==> src/rtl/inst_fetch.sv <==
// rtl/inst_fetch.sv - instruction fetch stage: PC, IF/ID register, RUN/HALT/FAULT control
module inst_fetch #(
  parameter int unsigned MEM_BYTES = 1156,
  parameter logic [31:0] RESET_PC  = 32'h0,
  parameter logic [31:0] NOP_INST  = 32'h00000013
) (
  input  logic        clock,
  input  logic        reset,
  input  logic        stall,
  input  logic        redirect,
  input  logic [31:0] redirect_pc,
  output logic [31:0] mem_pc,
  output logic        mem_stall,
  input  logic [31:0] mem_inst,
  output logic [31:0] id_inst,
  output logic [31:0] id_pc,
  output logic        id_valid,
  output logic        halted,
  output logic        fault,
  output logic [31:0] fetch_count
);

  typedef enum logic [1:0] {
    ST_RUN   = 2'd0,
    ST_HALT  = 2'd1,
    ST_FAULT = 2'd2
  } state_t;

  localparam logic [32:0] MEM_LIMIT = 33'(MEM_BYTES);

  state_t      state, state_n;
  logic [31:0] pc, pc_n;
  logic [31:0] id_inst_n, id_pc_n, fetch_count_n, fetch_count_inc;
  logic        id_valid_n;
  logic        redirect_ok, last_word;

  // 33-bit compares so targets near 2^32 cannot wrap into range
  assign redirect_ok     = (redirect_pc[1:0] == 2'b00) &&
                           (({1'b0, redirect_pc} + 33'd4) <= MEM_LIMIT);
  assign last_word       = (({1'b0, pc} + 33'd8) > MEM_LIMIT);
  assign fetch_count_inc = (fetch_count == 32'hFFFF_FFFF) ? fetch_count : fetch_count + 32'd1;

  always_ff @(posedge clock or posedge reset) begin
    if (reset) begin
      state       <= ST_RUN;
      pc          <= RESET_PC;
      id_inst     <= NOP_INST;
      id_pc       <= 32'h0;
      id_valid    <= 1'b0;
      fetch_count <= 32'h0;
    end else begin
      state       <= state_n;
      pc          <= pc_n;
      id_inst     <= id_inst_n;
      id_pc       <= id_pc_n;
      id_valid    <= id_valid_n;
      fetch_count <= fetch_count_n;
    end
  end

  always_comb begin
    state_n       = state;
    pc_n          = pc;
    id_inst_n     = id_inst;
    id_pc_n       = id_pc;
    id_valid_n    = id_valid;
    fetch_count_n = fetch_count;
    case (state)
      ST_RUN: begin
        if (redirect) begin
          if (redirect_ok) begin
            pc_n       = redirect_pc;
            id_inst_n  = NOP_INST;
            id_pc_n    = 32'h0;
            id_valid_n = 1'b0;
          end else begin
            state_n = ST_FAULT;
          end
        end else if (!stall) begin
          id_inst_n     = mem_inst;
          id_pc_n       = pc;
          id_valid_n    = 1'b1;
          fetch_count_n = fetch_count_inc;
          // the word at pc is the last one that fits; park here instead of advancing
          if (last_word) state_n = ST_HALT;
          else           pc_n    = pc + 32'd4;
        end
      end
      ST_HALT: begin
        if (redirect) begin
          if (redirect_ok) begin
            state_n    = ST_RUN;
            pc_n       = redirect_pc;
            id_inst_n  = NOP_INST;
            id_pc_n    = 32'h0;
            id_valid_n = 1'b0;
          end else begin
            state_n = ST_FAULT;
          end
        end else if (!stall) begin
          id_inst_n  = NOP_INST;
          id_pc_n    = 32'h0;
          id_valid_n = 1'b0;
        end
      end
      default: begin
        state_n    = ST_FAULT;
        id_inst_n  = NOP_INST;
        id_pc_n    = 32'h0;
        id_valid_n = 1'b0;
      end
    endcase
  end

  assign mem_pc    = pc;
  assign mem_stall = stall || (state != ST_RUN);
  assign halted    = (state == ST_HALT);
  assign fault     = (state == ST_FAULT);

endmodule

==> config.mk <==
export PLATFORM = sky130hd
export DESIGN_NAME = inst_fetch
export DESIGN_NICKNAME = d
export VERILOG_FILES = /design/src/rtl/inst_fetch.sv
export SDC_FILE = /design/constraint.sdc
export NUM_CORES = 1
export LEC_CHECK = 0
export BUFFER_PORTS_ARGS = -buffer_cell sky130_fd_sc_hd__buf_2
export CAP_MARGIN = 20
export CORE_UTILIZATION = 30
export CTS_CLUSTER_DIAMETER = 50
export CTS_CLUSTER_SIZE = 40
export DETAILED_ROUTE_END_ITERATION = 8
export GPL_TIMING_DRIVEN = 0
export SLEW_MARGIN = 20
export SYNTH_ARGS = -nofsm -noshare
export SYNTH_HDL_FRONTEND = slang
export SYNTH_SLANG_ARGS = --single-unit
==> constraint.sdc <==
create_clock -name clock -period 9.86 [get_ports clock]
set_input_delay 0 -clock clock [delete_from_list [all_inputs] [get_ports clock]]
set_output_delay 0 -clock clock [all_outputs]
set_load 0.02 [all_outputs]
==> metrics.log <==
[metrics] slew margin rel.: 41.5%
[metrics] Clock Skew: 0.00948 ns
[metrics] die height: 152 um
[metrics] cell taking the most area after synthesis: dfrtp_1
[metrics] clock network latency to the later pin of the worst-skew pair: 0.42 ns
[metrics] DRC viols: 12
[metrics] portion of synthesized cell area occupied by the leading cell type: 47.2%
[metrics] critical path class: reg2reg
[metrics] number of placement rows: 54
[metrics] Synthesized Nets: 736
[metrics] total standard cell area after synthesis: 6780 um^2
[metrics] area post-placement: 8150 um^2
[metrics] IO Pins: 200
[metrics] Arr. time, crit path: 4.23 ns
[metrics] Synth Area per Inst: 10.2 um^2
[metrics] power share of the clock group: 54.6%
[metrics] Clock Sink Count: 131
[metrics] total routing usage reported by global routing: 17.6%
[metrics] share of total power in combinational logic: 5.0%
[metrics] antenna-violating nets left: 0
[metrics] post-cts repair resize count: 0
[metrics] cell with the biggest individual delay on the critical path: dfrtp_1
[metrics] Post-Synthesis Cells: 662
[metrics] hpwl dp: 14,000 um
[metrics] Pleak: 4.54 nW
[metrics] synthesis-to-layout area growth: 35.7%
[metrics] sequential cell area fraction in the yosys report: 48.4%
[metrics] critical-path cell list: ha_1 > buf_2 > nand3_1 > nor4_4 > nand2_1 > mux2_1 > or4_4 > or4_4 > buf_6 > a22oi_4 > buf_6 > o211ai_1
[metrics] DR vias: 6,319
[metrics] run status: finished with violations
[metrics] Hold WS: 0.0198 ns
[metrics] failing checks: DRC
[metrics] M2 GR Usage: 27.8%
[metrics] critical path required time: 10.15 ns
[metrics] via density per instance: 5.23
[metrics] warnings from Yosys: 0
[metrics] die area: 23,200 um^2
[metrics] number of antenna violations at the first check in global routing: 0
[metrics] RSZ-0062 raised after global routing: false
[metrics] top cells by area, synth: dfrtp_1, a22o_1, xnor2_1
[metrics] clock slew seen by the registers of the worst setup and hold paths: 0.06 ns
[metrics] routability congestion estimate from global placement: 0.860
[metrics] buffer count from post-CTS setup fixing: 0
[metrics] Max Transition Viols Final: 0
[metrics] number of violations of the max-capacitance limit: 0
[metrics] hold buffers post-CTS: 38
[metrics] Main synth FF type: dfrtp_1
[metrics] asr flop ratio synth: 100%
[metrics] Port Buf Inserts: 196
[metrics] Routed WL: 20,000 um
[metrics] capturing element type of the critical path: flop
[metrics] Final WS setup: 5.92 ns
[metrics] Hold WC Path Type: in2reg
[metrics] WL per Instance: 16.5 um
[metrics] worst setup slack before clock tree synthesis: 5.94 ns
[metrics] starting density of the core: 30.8%
[metrics] Worst VDD drop: 101 uV
[metrics] pin count of the biggest net entering global routing: 73
[metrics] Max Fclk: 254 MHz
[metrics] total power divided by cell area: 144 nW/um^2
[metrics] Antenna diodes: 0
[metrics] Setup TNS Final: 0 ns
[metrics] sequential share of power: 40.5%
[metrics] number of search-and-repair iterations in the first detailed-routing pass: 7
[metrics] post-route design area: 9200 um^2
[metrics] count of state elements after synthesis: 131
[metrics] wire length of the first global-routing pass: 32,800 um
[metrics] number of synthesized flops with an enable pin: 0
[metrics] layer with the highest usage: met2
[metrics] share of the clock period used by the worst path after layout: 40.0%
[metrics] ratio of cells with drive above 1 in the final layout: 28.4%
[metrics] delay of the slowest cell on the worst path: 0.60 ns
[metrics] via count of the first global-routing pass: 6,171
[metrics] final-report hold violation count: 0
[metrics] Final Power: 1.33 mW
[metrics] floorplan die width: 152 um
[metrics] CTS tree: built
[metrics] met1 demand-to-capacity share in global routing: 22.8%
[metrics] number of buffers between clock root and the deepest sink: 2
[metrics] time the final worst path needs with I/O delays and setup: 3.94 ns
[metrics] root buffer cell: clkbuf_16
[metrics] CTS H-tree depth: 4
[metrics] Psw: 0.281 mW
[metrics] Std-Cell Core Area: 22,000 um^2
[metrics] number of nets in the layout: 990
[metrics] internal power: 1.05 mW
[metrics] TritonCTS Buffers: 17
[metrics] Finish-stage setup viols: 0
[metrics] highest net fanout along the worst path: 10
[metrics] Switching Fraction: 21.2%
[metrics] slew of the pin with the lowest slew margin: 0.876 ns
[metrics] First DRT Iteration DRCs: 403
[metrics] M3 GR Usage: 5.26%
[metrics] GRT overflow: 0
[metrics] Setup crit start kind: flop
[metrics] number of library cell types mapped by synthesis: 70
[stage by stage]
step,std cells,utilization [%]
6_report,1209,41.8
5_1_grt,1209,41.8
4_1_cts,1209,41.8
3_5_place_dp,1139,37.0
3_3_place_gp,1138,36.8
2_1_floorplan,662,-
[cell usage in the layout (no fill, tap or decap), drive strengths merged, types with 4 or more instances in the layout]
master         n
o31ai          8
o31a           4
a211oi         6
buf          208
mux2i          4
nand3         33
xor2          15
inv           21
mux2           5
a31oi          9
and2           9
ha             6
nand2         36
nor3          16
nand4         30
dlygate4sd3   38
nor2b         21
o21ai          9
a21oi         13
o22ai          4
and4           9
nor4          19
bufinv         6
dfrtp        128
and3          18
a221oi         5
a22o          61
nor2          48
xnor2         28
or4            6
clkbuf        49
clkinv         5
[area by class of cell]
class,instances,area [um^2]
inverters,21,86.3
plain buffers,41,191
fillers,2208,12800
well taps,280,350
repair buffers,235,1390
clock buffers,19,443
clock inverters,13,231
multi-input cells,469,3230
flip-flops and latches,131,3280
[final timing paths]
| path | start | endpoint | slack [ns] | depth (start not counted) |
|---|---|---|---|---|
| max in group asynchronous | reset | id_inst[0] | 8.94 | 4 |
| max reg2reg | mem_pc[3] | mem_pc[6] | 5.92 | 12 |
| max | mem_pc[3] | mem_pc[6] | 5.92 | 12 |
| min | redirect_pc[2] | mem_pc[2] | 0.02 | 4 |
| min reg2reg | id_inst[0] | id_inst[0] | 0.45 | 2 |
| min in group asynchronous | reset | fetch_count[14] | 0.16 | 3 |
[routing by layer]
metal,share of wire (%),up-vias
met4,2.4,0
met3,6.1,38
met1,45,3095
met5,0,-
met2,46,189
li1,-,2997
[power groups by stage]
stage / Sequential, mW / Clock, mW / Combinational, mW
4_1_cts: 0.538 / 0.736 / 0.0663
3_5_place_dp: 0.547 / 0 / 0.0544
3_3_place_gp: 0.548 / 0 / 0.0521
5_1_grt: 0.538 / 0.758 / 0.0735
2_1_floorplan: 0.548 / 0 / 0.0260
6_report: 0.538 / 0.725 / 0.0661
[critical path, delay by kind of cell, from the launching register on]
family	cells	cell delay, ns
adders and majority gates	1	0.21
buffers and inverters	3	0.54
DFF	1	0.60
muxes	1	0.34
AOI/OAI and AO/OA	2	0.38
and+or+nand+nor	5	1.73
[logic make-up (layout without fill, tap and decap cells)]
family                     Yosys count  after routing  synth area share (%)
buffers and inverters               62            329                  3.99
AOI/OAI and AO/OA                  152            152                  18.1
adders and majority gates            6              6                  1.11
xor gates and xnor gates            43             43                  5.55
DFF                                131            131                  48.4
and+or+nand+nor                    259            259                  21.4
muxes                                9              9                  1.42
[registers in the layout, summed over array words and instances (netlist names)]
signal / cells
mem_pc: 32
id_inst: 32
id_pc: 32
id_valid: 1
state: 2
fetch_count: 32
[Yosys cell counts (3+ instances only)]
library cell / n
dfrtp_1: 128
a22o_1: 61
nor2_1: 47
nand2_1: 36
nand3_1: 32
clkbuf_1: 29
nand4_1: 29
xnor2_1: 28
inv_1: 21
nor2b_1: 21
and3_1: 18
nor4_1: 17
nor3_1: 16
xor2_1: 15
a21oi_1: 13
a31oi_1: 9
and2_1: 9
and4_1: 9
o21ai_0: 9
o31ai_1: 8
ha_1: 6
a211oi_1: 5
a221oi_1: 5
buf_2: 5
buf_4: 4
mux2i_1: 4
o22ai_1: 4
o31a_1: 4
or4_1: 4
dfstp_2: 3
mux2_2: 3
nand2b_1: 3
nor3b_1: 3
o211ai_1: 3
No activity file was read; power rests on OpenSTA's default activity.
